==> src/rtl/ternary_pkg.sv <==
// Shared types and helpers for the ternary-weight MAC array.
package ternary_pkg;

  localparam logic [1:0] W_ZERO    = 2'b00;
  localparam logic [1:0] W_POS     = 2'b01;
  localparam logic [1:0] W_NEG     = 2'b10;
  localparam logic [1:0] W_NEG_ALT = 2'b11;

  typedef enum logic {
    IDLE,
    STREAM
  } state_t;

  // Returns {zero, sign}: zero=1 means no contribution, sign=1 means subtract.
  function automatic logic [1:0] decode(input logic [1:0] w);
    logic zero;
    logic sign;
    zero = (w == W_ZERO);
    sign = (w == W_NEG) || (w == W_NEG_ALT);
    return {zero, sign};
  endfunction

endpackage

==> src/rtl/ternary_mac_array_if.sv <==
// Input/stream bus of the ternary MAC array.
interface ternary_mac_array_if #(
  parameter int unsigned ROWS    = 4,
  parameter int unsigned COLS    = 2,
  parameter int unsigned IN_W    = 8,
  parameter int unsigned OUT_W   = 8,
  parameter int unsigned SHIFT_W = 4
);
  logic                   in_valid;
  logic [2*ROWS-1:0]      in_weights;
  logic [COLS*IN_W-1:0]   in_act;
  logic                   in_signed;
  logic                   start_readout;
  logic [SHIFT_W-1:0]     cfg_shift;
  logic                   cfg_relu;
  logic                   out_valid;
  logic                   out_ready;
  logic [OUT_W-1:0]       out_data;
  logic                   out_last;

  modport master (
    output in_valid, in_weights, in_act, in_signed, start_readout,
           cfg_shift, cfg_relu, out_ready,
    input  out_valid, out_data, out_last
  );

  modport slave (
    input  in_valid, in_weights, in_act, in_signed, start_readout,
           cfg_shift, cfg_relu, out_ready,
    output out_valid, out_data, out_last
  );
endinterface

==> src/rtl/ternary_mac_cell.sv <==
// One accumulator of the grid with its add/sub/hold selection.
module ternary_mac_cell
  import ternary_pkg::*;
#(
  parameter int unsigned ACC_W = 17
) (
  input  logic             clk,
  input  logic             reset,
  input  logic             en,
  input  logic             clr,
  input  logic [1:0]       weight,
  input  logic [ACC_W-1:0] act,
  output logic [ACC_W-1:0] acc_next
);
  logic [ACC_W-1:0] acc;
  logic [1:0]       dec;

  // Next accumulator value including this cycle's contribution (wraps).
  always_comb begin
    dec      = decode(weight);
    acc_next = acc;
    if (en && !dec[1]) begin
      acc_next = dec[0] ? (acc - act) : (acc + act);
    end
  end

  // Accumulator register; clear takes priority once the snapshot is taken.
  always_ff @(posedge clk or posedge reset) begin
    if (reset) begin
      acc <= '0;
    end else if (clr) begin
      acc <= '0;
    end else begin
      acc <= acc_next;
    end
  end
endmodule

==> src/rtl/ternary_mac_array.sv <==
// ROWS x COLS ternary-weight MAC grid with double-buffered streamed readout.
module ternary_mac_array
  import ternary_pkg::*;
#(
  parameter int unsigned ROWS    = 4,
  parameter int unsigned COLS    = 2,
  parameter int unsigned IN_W    = 8,
  parameter int unsigned ACC_W   = 17,
  parameter int unsigned OUT_W   = 8,
  parameter int unsigned SHIFT_W = 4
) (
  input  logic              clk,
  input  logic              reset,
  ternary_mac_array_if.slave bus
);
  localparam int unsigned N     = ROWS * COLS;
  localparam int unsigned IDX_W = (N > 1) ? $clog2(N) : 1;
  localparam logic [IDX_W-1:0] LAST_IDX = IDX_W'(N - 1);
  localparam logic signed [ACC_W-1:0] SAT_MAX = ACC_W'((2 ** (OUT_W - 1)) - 1);
  localparam logic signed [ACC_W-1:0] SAT_MIN = ~SAT_MAX;

  logic [ACC_W-1:0]        act_ext [COLS];
  logic [ACC_W-1:0]        snap    [N];
  logic [ACC_W-1:0]        queue   [N];
  logic [IDX_W-1:0]        index;
  logic [SHIFT_W-1:0]      shift_q;
  logic                    relu_q;
  logic                    valid_q;
  state_t                  state;
  logic signed [ACC_W-1:0] sel;
  logic signed [ACC_W-1:0] shifted;
  logic signed [ACC_W-1:0] clamped;

  // Activation extension per column (zero or sign fill).
  always_comb begin
    for (int unsigned c = 0; c < COLS; c++) begin
      act_ext[c] = {{(ACC_W-IN_W){bus.in_signed & bus.in_act[c*IN_W + IN_W - 1]}},
                    bus.in_act[c*IN_W +: IN_W]};
    end
  end

  for (genvar r = 0; r < ROWS; r++) begin : g_row
    for (genvar c = 0; c < COLS; c++) begin : g_col
      ternary_mac_cell #(.ACC_W(ACC_W)) u_cell (
        .clk      (clk),
        .reset    (reset),
        .en       (bus.in_valid),
        .clr      (bus.start_readout),
        .weight   (bus.in_weights[2*r +: 2]),
        .act      (act_ext[c]),
        .acc_next (snap[r*COLS + c])
      );
    end
  end

  // Snapshot buffer, loaded from the post-contribution accumulator values.
  always_ff @(posedge clk or posedge reset) begin
    if (reset) begin
      for (int unsigned k = 0; k < N; k++) queue[k] <= '0;
    end else if (bus.start_readout) begin
      for (int unsigned k = 0; k < N; k++) queue[k] <= snap[k];
    end
  end

  // Stream FSM: index, latched config and registered out_valid.
  always_ff @(posedge clk or posedge reset) begin
    if (reset) begin
      state   <= IDLE;
      valid_q <= 1'b0;
      index   <= '0;
      shift_q <= '0;
      relu_q  <= 1'b0;
    end else if (bus.start_readout) begin
      state   <= STREAM;
      valid_q <= 1'b1;
      index   <= '0;
      shift_q <= bus.cfg_shift;
      relu_q  <= bus.cfg_relu;
    end else begin
      case (state)
        STREAM: begin
          if (bus.out_ready) begin
            if (index == LAST_IDX) begin
              state   <= IDLE;
              valid_q <= 1'b0;
              index   <= '0;
            end else begin
              index <= index + 1'b1;
            end
          end
        end
        default: begin
          valid_q <= 1'b0;
        end
      endcase
    end
  end

  // Output post-processing: shift, optional ReLU, saturate; zero while idle.
  always_comb begin
    sel     = $signed(queue[index]);
    shifted = sel >>> shift_q;
    clamped = shifted;
    if (relu_q && shifted < 0) clamped = '0;
    if (clamped > SAT_MAX) clamped = SAT_MAX;
    else if (clamped < SAT_MIN) clamped = SAT_MIN;
    bus.out_data = valid_q ? clamped[OUT_W-1:0] : '0;
    bus.out_last = valid_q && (index == LAST_IDX);
  end

  assign bus.out_valid = valid_q;
endmodule

==> src/flat_wrapper.sv <==
// flat-port wrapper written by rule: the top's interface ports become plain ports
module ternary_mac_array_flat import ternary_pkg::*;
#(
  parameter int unsigned ROWS    = 4,
  parameter int unsigned COLS    = 2,
  parameter int unsigned IN_W    = 8,
  parameter int unsigned ACC_W   = 17,
  parameter int unsigned OUT_W   = 8,
  parameter int unsigned SHIFT_W = 4
)
  (clk, reset, bus_in_valid, bus_in_weights, bus_in_act, bus_in_signed, bus_start_readout, bus_cfg_shift, bus_cfg_relu, bus_out_ready, bus_out_valid, bus_out_data, bus_out_last);
  ternary_mac_array_if #(.ROWS(ROWS), .COLS(COLS), .IN_W(IN_W), .OUT_W(OUT_W), .SHIFT_W(SHIFT_W)) bus_i ();
  input  logic clk;
  input  logic reset;
  input wire logic [$bits(bus_i.in_valid)-1:0] bus_in_valid;
  input wire logic [$bits(bus_i.in_weights)-1:0] bus_in_weights;
  input wire logic [$bits(bus_i.in_act)-1:0] bus_in_act;
  input wire logic [$bits(bus_i.in_signed)-1:0] bus_in_signed;
  input wire logic [$bits(bus_i.start_readout)-1:0] bus_start_readout;
  input wire logic [$bits(bus_i.cfg_shift)-1:0] bus_cfg_shift;
  input wire logic [$bits(bus_i.cfg_relu)-1:0] bus_cfg_relu;
  input wire logic [$bits(bus_i.out_ready)-1:0] bus_out_ready;
  output wire logic [$bits(bus_i.out_valid)-1:0] bus_out_valid;
  output wire logic [$bits(bus_i.out_data)-1:0] bus_out_data;
  output wire logic [$bits(bus_i.out_last)-1:0] bus_out_last;
  assign bus_i.in_valid = bus_in_valid;
  assign bus_i.in_weights = bus_in_weights;
  assign bus_i.in_act = bus_in_act;
  assign bus_i.in_signed = bus_in_signed;
  assign bus_i.start_readout = bus_start_readout;
  assign bus_i.cfg_shift = bus_cfg_shift;
  assign bus_i.cfg_relu = bus_cfg_relu;
  assign bus_i.out_ready = bus_out_ready;
  assign bus_out_valid = bus_i.out_valid;
  assign bus_out_data = bus_i.out_data;
  assign bus_out_last = bus_i.out_last;
  ternary_mac_array #(.ROWS(ROWS), .COLS(COLS), .IN_W(IN_W), .ACC_W(ACC_W), .OUT_W(OUT_W), .SHIFT_W(SHIFT_W)) u_core (.clk(clk), .reset(reset), .bus(bus_i));
endmodule
==> config.mk <==
export PLATFORM = sky130hd
export DESIGN_NAME = ternary_mac_array_flat
export DESIGN_NICKNAME = d
export VERILOG_FILES = /design/src/rtl/ternary_pkg.sv /design/src/rtl/ternary_mac_array_if.sv /design/src/rtl/ternary_mac_cell.sv /design/src/rtl/ternary_mac_array.sv /design/src/flat_wrapper.sv
export SDC_FILE = /design/constraint.sdc
export NUM_CORES = 1
export LEC_CHECK = 0
export CAP_MARGIN = 20
export CORE_UTILIZATION = 30
export CTS_BUF_LIST = sky130_fd_sc_hd__clkbuf_2
export DETAILED_ROUTE_END_ITERATION = 7
export SYNTH_ARGS = -nofsm -noshare
export SYNTH_HDL_FRONTEND = slang
export SYNTH_SLANG_ARGS = --single-unit
==> constraint.sdc <==
create_clock -name clk -period 11.05 [get_ports clk]
set_input_delay 2.21 -clock clk [delete_from_list [all_inputs] [get_ports clk]]
set_output_delay 2.21 -clock clk [all_outputs]
set_load 0.02 [all_outputs]
After elaboration in Yosys (flattened, before gate mapping):

Index checks and enable logic that the tools add are counted.

* memories: 0
* memory bits (read-only): 0
* input bits: 35
* flip-flop bits (word level): 282
* output and inout port bits: 10
* latch bits: 0
* logic and storage cells: 122
* memory bits (writable): 0

* divide/modulo/power cells: 0
* reductions and logical operators: 22
* $lt $le $gt $ge: 4
* muxes and demuxes: 43
* bitwise operators: 3
* add/sub/neg operators: 17
* multiply operators: 0
* equality and inequality tests: 11
* shifts and indexed selects: 1

Operators by type and width (number)
* 2-to-1 mux 17 bit: 27
* adder 17 bit: 8
* subtractor 17 bit: 8
* binary-select mux 17 bit (select 3 bit): 1
* 2-to-1 mux 8 bit: 3
* greater-than comparator 17 x 8 -> 1 bit (second input constant): 1
* less-than comparator 17 x 1 -> 1 bit (second input constant): 1
* less-than comparator 17 x 8 -> 1 bit (second input constant): 1
* >>> shifter 17 x 4 -> 17 bit: 1
* == test 2 bit (second input constant): 8
* 2-to-1 mux 3 bit: 4
* logical NOT 2 bit: 4
* 2-to-1 mux 1 bit: 8
* logical AND 1 bit: 6
* inequality test 3 bit (second input constant): 2
* greater-or-equal comparator 4 bit (second input constant): 1
* logical NOT 1 bit: 4
* logical OR 1 bit: 4
* inverter 3 -> 4 bit: 1
* AND reduction 2 bit: 2
* nonzero test 2 bit: 2
* adder 3 x 1 -> 3 bit (second input constant): 1
* == test 3 bit (second input constant): 1
* bitwise AND 1 bit: 2

Logic depth before layout (Yosys ltp):

Gate-level depths: netlist of the first run.

* word-level depth: 12
* gate-level depth with buffers: 17
* gate-level depth less buffers: 16

By module:

A second synthesis of the first run with hierarchy kept.

* cells, all modules: 2563
* area total of the unflattened synthesis: 23062.1 um^2

By module, submodules not included
* ternary_mac_cell (u_core.g_row[0].g_col[1].u_cell ...): instances 4, sequential area each 425.4 um^2, cells each 256, area each 1973.1 um^2
* ternary_mac_array: instances 1, sequential area each 3653.5 um^2, cells each 559, area each 7509.7 um^2
* ternary_mac_cell (u_core.g_row[3].g_col[0].u_cell ...): instances 2, sequential area each 425.4 um^2, cells each 242, area each 1883.1 um^2
* ternary_mac_cell (u_core.g_row[2].g_col[1].u_cell): instances 1, sequential area each 425.4 um^2, cells each 243, area each 1948.1 um^2
* ternary_mac_cell (u_core.g_row[0].g_col[0].u_cell): instances 1, sequential area each 425.4 um^2, cells each 253, area each 1945.6 um^2

Worst setup path before layout of the first run:

No wires, ideal clock.

* path type: input -> register
* start point: input bus_in_act[2]
* end point: register u_core.queue[101] (netlist name)
* data required time: 10.913 ns
* path slack: 5.153 ns
* data arrival time: 5.760 ns
* setup time: 0.137 ns
* cell stages on the path: 17
* cells stage by stage: clkbuf_1 > nor3_2 > nor3b_1 > nor3b_1 > inv_1 > o21ai_2 > buf_2 > o21a_1 > ha_1 > nand3_1 > a2111oi_0 > nor3_1 > o31ai_1 > nor2_1 > nor3_1 > xor2_1 > a21oi_1

* word-level cells in the longest chain between the ends: 3
* elaborated cells on any way between the ends: 4

Ends and longest elaborated chain
* from (decl): line flat_wrapper.sv:17 `input wire logic [$bits(bus_i.in_act)-1:0] bus_in_act;`
* adder 17 bit or subtractor 17 bit (tied branches): line ternary_mac_cell.sv:23 `acc_next = dec[0] ? (acc - act) : (acc + act);`
* 2-to-1 mux 17 bit (*): line ternary_mac_cell.sv:23
* 2-to-1 mux 17 bit (*): line ternary_mac_cell.sv:22 `if (en && !dec[1]) begin`
* to (decl): line ternary_mac_array.sv:24 `logic [ACC_W-1:0] queue [N];`

Every way passes the cells marked *; elsewhere a longest branch is shown, timed or not.
A chain may end at the register's enable or synchronous reset.

Final worst setup path of the first run:

* start point: register u_core.index[0]
* end point: output bus_out_data[4]

* word-level cells in the longest chain between the ends: 12
* elaborated cells on any way between the ends: 13

Ends and longest elaborated chain
* from (decl): line ternary_mac_array.sv:25 `logic [IDX_W-1:0] index;`
* from (signal assigned): line ternary_mac_array.sv:88 `index <= index + 1'b1;`
* inverter 3 -> 4 bit (implied by the code) (*): line ternary_mac_array.sv:101 `sel = $signed(queue[index]);`
* binary-select mux 17 bit (select 3 bit) (*): line ternary_mac_array.sv:101
* 2-to-1 mux 17 bit (implied by the code) (*) (2 in a row): line ternary_mac_array.sv:101
* >>> shifter 17 x 4 -> 17 bit (*): line ternary_mac_array.sv:102 `shifted = sel >>> shift_q;`
* less-than comparator 17 x 1 -> 1 bit: line ternary_mac_array.sv:104 `if (relu_q && shifted < 0) clamped = '0;`
* logical AND 1 bit: line ternary_mac_array.sv:104
* 2-to-1 mux 17 bit (*): line ternary_mac_array.sv:104
* less-than comparator 17 x 8 -> 1 bit: line ternary_mac_array.sv:106 `else if (clamped < SAT_MIN) clamped = SAT_MIN;`
* 2-to-1 mux 8 bit: line ternary_mac_array.sv:106
* 2-to-1 mux 8 bit (*): line ternary_mac_array.sv:105 `if (clamped > SAT_MAX) clamped = SAT_MAX;`
* 2-to-1 mux 8 bit (*): line ternary_mac_array.sv:107 `bus.out_data = valid_q ? clamped[OUT_W-1:0] : '0;`
* to (decl): line flat_wrapper.sv:24 `output wire logic [$bits(bus_i.out_data)-1:0] bus_out_data;`

Every way passes the cells marked *; elsewhere a longest branch is shown, timed or not. The select of a mux whose other input is x is not followed.

==> impl_metrics.toml, run 1 <==
[setup_path]
worst-path-buf-inv = 2
crit_type = "reg2out"
arrival_ns = 4.96
critPathMaxStageDelay_ns = 0.71
start_kind = "register"
worst_path_max_delay_cell = "mux4_1"
cp_max_fo = 37
required_ns = 8.84
worstPathCellList = "buf_4, mux4_1, mux2_2, mux2i_1, o221a_2, a21oi_1, o21ba_2, nor3_1, a21oi_2, o21ai_1, clkdlybuf4s50_1"
path_delay_family = "multiplexers"
end_kind = "output pin"

[detailed_routing]
m1WireLength_mm = 28.2
wl_per_cell_um = 18.5
drtAntennaViolNets = 0
wl_met2_mm = 25.6
via_count = 17181
drt-initial-drc-count = 1278
drc = 0
highest_layer = "met5"
drtPass1Iterations = 5
dr_wl_met3_mm = 3.61
drt-total-wl_mm = 59.5
routed_via_density = 5.33

[placed_design]
gp_congestion = 0.891
place_ws_ns = 3.45
dp_hpwl_mm = 42.3
io_buffers = 44
place_area_sq_um = 21400

[global_routing]
gr-usage-all-layers_pct = 17.5
antenna_found_initial = 8
grt_max_degree = 163
grt_first_pass_wirelength_mm = 93.0
grt_pass1_vias = 16532
grt_overflow = 0

[clock_network]
htree_levels = 3
cts_buffers = 83
cts-hold-fix-buffers = 0
postCtsSetupRepairBufs = 0
root_buffer = "clkbuf_2"
postCtsResizedCells = 0
clkSinkCount = 282
cts_tree = "built"
clk_path_buf_depth = 3
clk_latency_ns = 1.13
cts.clk_slew.worst_paths_ns = 0.10

[finish]
fin_area_sq_um = 22100
fin_nets = 2470
areaGrowthSynthToFinish_pct = 9.56
num-fill-cells = 6886
drive_above_1_share_pct = 11.0
multi_input_area_sq_um = 12400
seq_area_sq_um = 7060
finish.utilization_pct = 33.4

[timing]
fin_crit_sh_pct = 64.9
finalHoldViolCount = 0
worstMarginPinSlew_ns = 0.960
fin_crit_ns = 7.17
slew_viol_final = 0
tns_ns = 0
relSlewSlack_pct = 34.3
max_freq_ghz = 0.140
worst_clock_skew_ns = 0.112
whs_ns = 0.511
rsz0062_at_grt = "no"
setup_viol = 0
fin_ws_ns = 3.88

[pwr]
ir_drop_uv = 65.9
p_per_area_nw_per_um2 = 162
p_leak_nw = 9.63

[flow_run]
maxCapViolCount = 0

[yosys]
syn_nets = 2452
synth_cell_type_count = 73
synth.cell_area_sq_um = 20200
async_flop_share_pct = 100
synth-seq-cells = 282
ys_warn_count = 0
seq_area_frac_synth_pct = 34.9
synth_flop_cell = "dfrtp_1"
synth_edf_count = 0
syn_avg_cell_area_sq_um = 8.88
syn_inst = 2275

[min_path]
worstHoldPathType = "reg2reg"

[status]
status = "complete, no violations"

[floorplan]
die_x_um = 261
start_util_pct = 30.5
die_area_sq_um = 68400
std_cell_rows = 94
chipHeight_um = 261
io_pins = 45
coreArea_sq_um = 66200
metal layers:
layer	track usage, %	vias up
li1	-	8286
met4	6.64	6
met5	0	-
met1	24.5	8239
met2	26.1	521
met3	3.82	129
synthesized netlist by cell type, types with 49 or more instances:
| master | number | area, sq um |
|---|---|---|
| a21oi_1 | 242 | 1210 |
| clkbuf_1 | 99 | 372 |
| dfrtp_1 | 282 | 7060 |
| ha_1 | 134 | 1680 |
| inv_1 | 64 | 240 |
| mux2i_1 | 58 | 581 |
| nand2_1 | 98 | 368 |
| nor2_1 | 372 | 1400 |
| nor2b_1 | 49 | 307 |
| nor3_1 | 68 | 340 |
| o21a_1 | 101 | 758 |
| o21ai_0 | 66 | 330 |
| xnor2_1 | 77 | 674 |
registers in the layout, summed over array words and instances, names as in the netlist:
name,flops
u_core.shift_q,4
u_core.relu_q,1
u_core.index,3
u_core.state,1
u_core.bus.out_valid,1
u_core.g_row.g_col.u_cell.acc,136
u_core.queue,136
cell type report:
type	instances	share of cell area (%)
timing repair buffer	62	2.61
clock buffer	117	2.65
antenna	5	0.0566
tap	864	4.89
sequential	282	31.9
inverter	65	1.14
multi-input combinational	1799	56.1
clock inverter	27	0.679
placed cells by master, fill, tap and decap left out, types with 17 or more instances in the layout:
cell             Yosys  routed
and2_1              24      24
mux2i_1             58      58
o21ai_0             66      64
xor2_1              39      39
a21oi_1            242     242
a31oi_1             24      24
clkdlybuf4s50_1      0      40
mux2_2              47      47
o211ai_1            17      17
or3_1               25      25
inv_1               64      63
xnor2_1             77      77
mux4_2              31      31
a211oi_1            31      31
ha_1               134     134
nand2b_1            28      28
o21a_1             101     101
clkbuf_2             0     117
nand3_1             48      48
dfrtp_1            282     281
nor2b_1             49      49
nor2_1             372     372
nor3_1              68      68
and3_1              22      22
nand2_1             98      98
buf_4                1      17
power by group:
group | switching [mW] | leakage [nW] | internal (mW)
clock | 0.507 | 0.567 | 0.311
sequential | 0.135 | 3.58 | 1.21
combinational | 0.822 | 5.48 | 0.598
total | 1.46 | 9.63 | 2.12
metrics by stage:
stage | power (mW) | std cells
final | 3.58 | 3221
after global routing | 3.83 | 3221
after CTS | 3.61 | 3216
after detailed placement | 2.76 | 3072
after global placement | 2.73 | 3072
after floorplan | 2.37 | 2275
cells by family (layout without fill, tap and decap cells):
logic type / after synthesis / after routing / synth area share (%)
simple gates: 784 / 784 / 18.0
compound gates: 614 / 614 / 19.3
flops: 282 / 282 / 34.9
buf+inv: 194 / 271 / 3.84
mux: 143 / 143 / 9.75
fa+ha+maj: 142 / 142 / 9.10
xor+xnor: 116 / 116 / 5.03
other cells: 0 / 5 / 0
final timing paths:
| kind | from | endpoint | slack (ns) | cells past startpoint |
|---|---|---|---|---|
| hold / removal | u_core.relu_q | u_core.relu_q | 0.51 | 1 |
| setup reg to reg | u_core.g_row[1].g_col[0].u_cell.acc[0] | u_core.queue[101] | 7.41 | 12 |
| setup / recovery | u_core.index[0] | bus_out_data[4] | 3.88 | 11 |
| hold reg to reg | u_core.relu_q | u_core.relu_q | 0.51 | 1 |
| min in group asynchronous | reset | u_core.g_row[3].g_col[1].u_cell.acc[0] | 1.69 | 2 |
| max in group asynchronous | reset | u_core.queue[50] | 7.89 | 3 |
Power figures use the tool's default switching activity.
==> run 2, diff against run 1 <==
- clock period: 11.05 -> 7.5 ns (I/O delays scaled with it)
==> impl_metrics.toml, run 2 (synthesis results as in run 1) <==
[status]
status = "complete, no violations"

[timing]
worstMarginPinSlew_ns = 1.05
fin_crit_sh_pct = 90.6
fin_crit_ns = 6.79
tns_ns = 0
finalHoldViolCount = 0
max_freq_ghz = 0.147
worst_clock_skew_ns = 0.0784
setup_viol = 0
fin_ws_ns = 0.707
rsz0062_at_grt = "no"
relSlewSlack_pct = 30.1
slew_viol_final = 0

[placed_design]
dp_hpwl_mm = 43.4
io_buffers = 44
gp_congestion = 0.921
place_ws_ns = 0.887
dpl.cell_count = 3079

[detailed_routing]
drtPass1Iterations = 7
via_count = 17281
drtAntennaViolNets = 0
wl_per_cell_um = 18.6
drc = 0
drt-total-wl_mm = 59.8
routed_via_density = 5.36
drt-initial-drc-count = 1410

[setup_path]
cp_max_fo = 25
crit_type = "reg2out"
start_kind = "register"
arrival_ns = 5.29
end_kind = "output pin"
required_ns = 6.00
rr_worst_depth = 12

[finish]
num-fill-cells = 6810
layout_common_cells = "nor2_1, dfrtp_1, a21oi_1, ha_1, clkbuf_2"
drive_above_1_share_pct = 10.8
fin_nets = 2476
largestRegisters = "u_core.g_row.g_col.u_cell.acc x136, u_core.queue x136, u_core.shift_q x4"
final_common_cell = "nor2_1"
fin_cells = 3223
finish.utilization_pct = 33.5
areaGrowthSynthToFinish_pct = 9.94

[min_path]
holdPathStages = 1
worstHoldPathType = "reg2reg"

[clock_network]
cts_tree = "built"
cts-hold-fix-buffers = 0
root_buffer = "clkbuf_2"
postCtsSetupRepairBufs = 0
cts.clk_slew.worst_paths_ns = 0.10
clk_path_buf_depth = 3
clkSinkCount = 282
cts_buffers = 82
clk_latency_ns = 1.10
htree_levels = 3
postCtsResizedCells = 0

[floorplan]
die_area_sq_um = 68400
start_util_pct = 30.5
die_x_um = 261
io_pins = 45
std_cell_rows = 94
coreArea_sq_um = 66200
chipHeight_um = 261

[pwr]
ir_drop_uv = 87.2
p_leak_nw = 9.64
p_per_area_nw_per_um2 = 238

[global_routing]
grt_first_pass_wirelength_mm = 94.2
gr-usage-all-layers_pct = 17.7
grt_overflow = 0
grt_pass1_vias = 16603
antenna_found_initial = 6
grt_max_degree = 214

[flow_run]
maxCapViolCount = 0
## run 2: changes by cell type in the layout (fill, tap and decap cells not counted), sizes merged
cell	before	now
inv	67	64
bufinv	1	2
clkbuf	117	113
clkinvlp	2	3
diode	5	6
clkinv	22	21
buf	22	29
## run 2: final cells by class
cell class                 instances  area [sq um]  share of cell area (%)
multi-input combinational       1799         12400                    55.9
sequential                       282          7060                    31.8
tap                              864          1080                    4.87
timing repair buffer              69           656                    2.95
clock buffer                     113           566                    2.55
inverter                          65           248                    1.12
clock inverter                    25           170                   0.767
antenna                            6          15.0                  0.0676
## run 2: worst max-delay path: stages, from the launching register on
cell and delay [ns]:
dfrtp_2 0.97, buf_4 0.42, mux4_2 0.54, nor2b_1 0.15
a211oi_1 0.70, a211oi_1 0.10, a211oi_1 0.35, a211oi_1 0.09
a21oi_1 0.22, o21ai_1 0.08, clkdlybuf4s50_1 0.55
## run 2: power by group
part	internal [mW]	switching [mW]	leakage [nW]
Clock	0.478	0.734	0.541
Sequential	1.78	0.203	3.58
Combinational	0.884	1.21	5.52
Total	3.14	2.15	9.64
## run 2: stage by stage
stage	power [mW]	hold slack, ns	cell area (sq um)
4_1_cts	5.32	0.516	22200
3_5_place_dp	4.07	0.499	21400
3_3_place_gp	4.02	0.488	21400
2_1_floorplan	3.50	0.472	20200
6_report	5.29	0.513	22200
5_1_grt	5.68	0.544	22200
## run 2: metal layers
layer  GRT usage, %  vias up  share of wire [%]
met2           26.6      558                 43
met3           4.56      124                7.3
met5              0        -              0.018
met1           23.9     8306                 46
li1               -     8291                  -
met4           7.66        2                3.8
## run 2: worst paths after layout
| kind | from | to | slack (ns) |
|---|---|---|---|
| min in group asynchronous | reset | u_core.g_row[0].g_col[1].u_cell.acc[3] | 0.90 |
| hold reg to reg | u_core.queue[128] | u_core.queue[128] | 0.51 |
| hold / removal | u_core.queue[128] | u_core.queue[128] | 0.51 |
| max in group asynchronous | reset | u_core.queue[67] | 5.22 |
| setup / recovery | u_core.index[0] | bus_out_data[0] | 0.71 |
| setup reg to reg | u_core.g_row[1].g_col[0].u_cell.acc[0] | u_core.queue[101] | 3.85 |
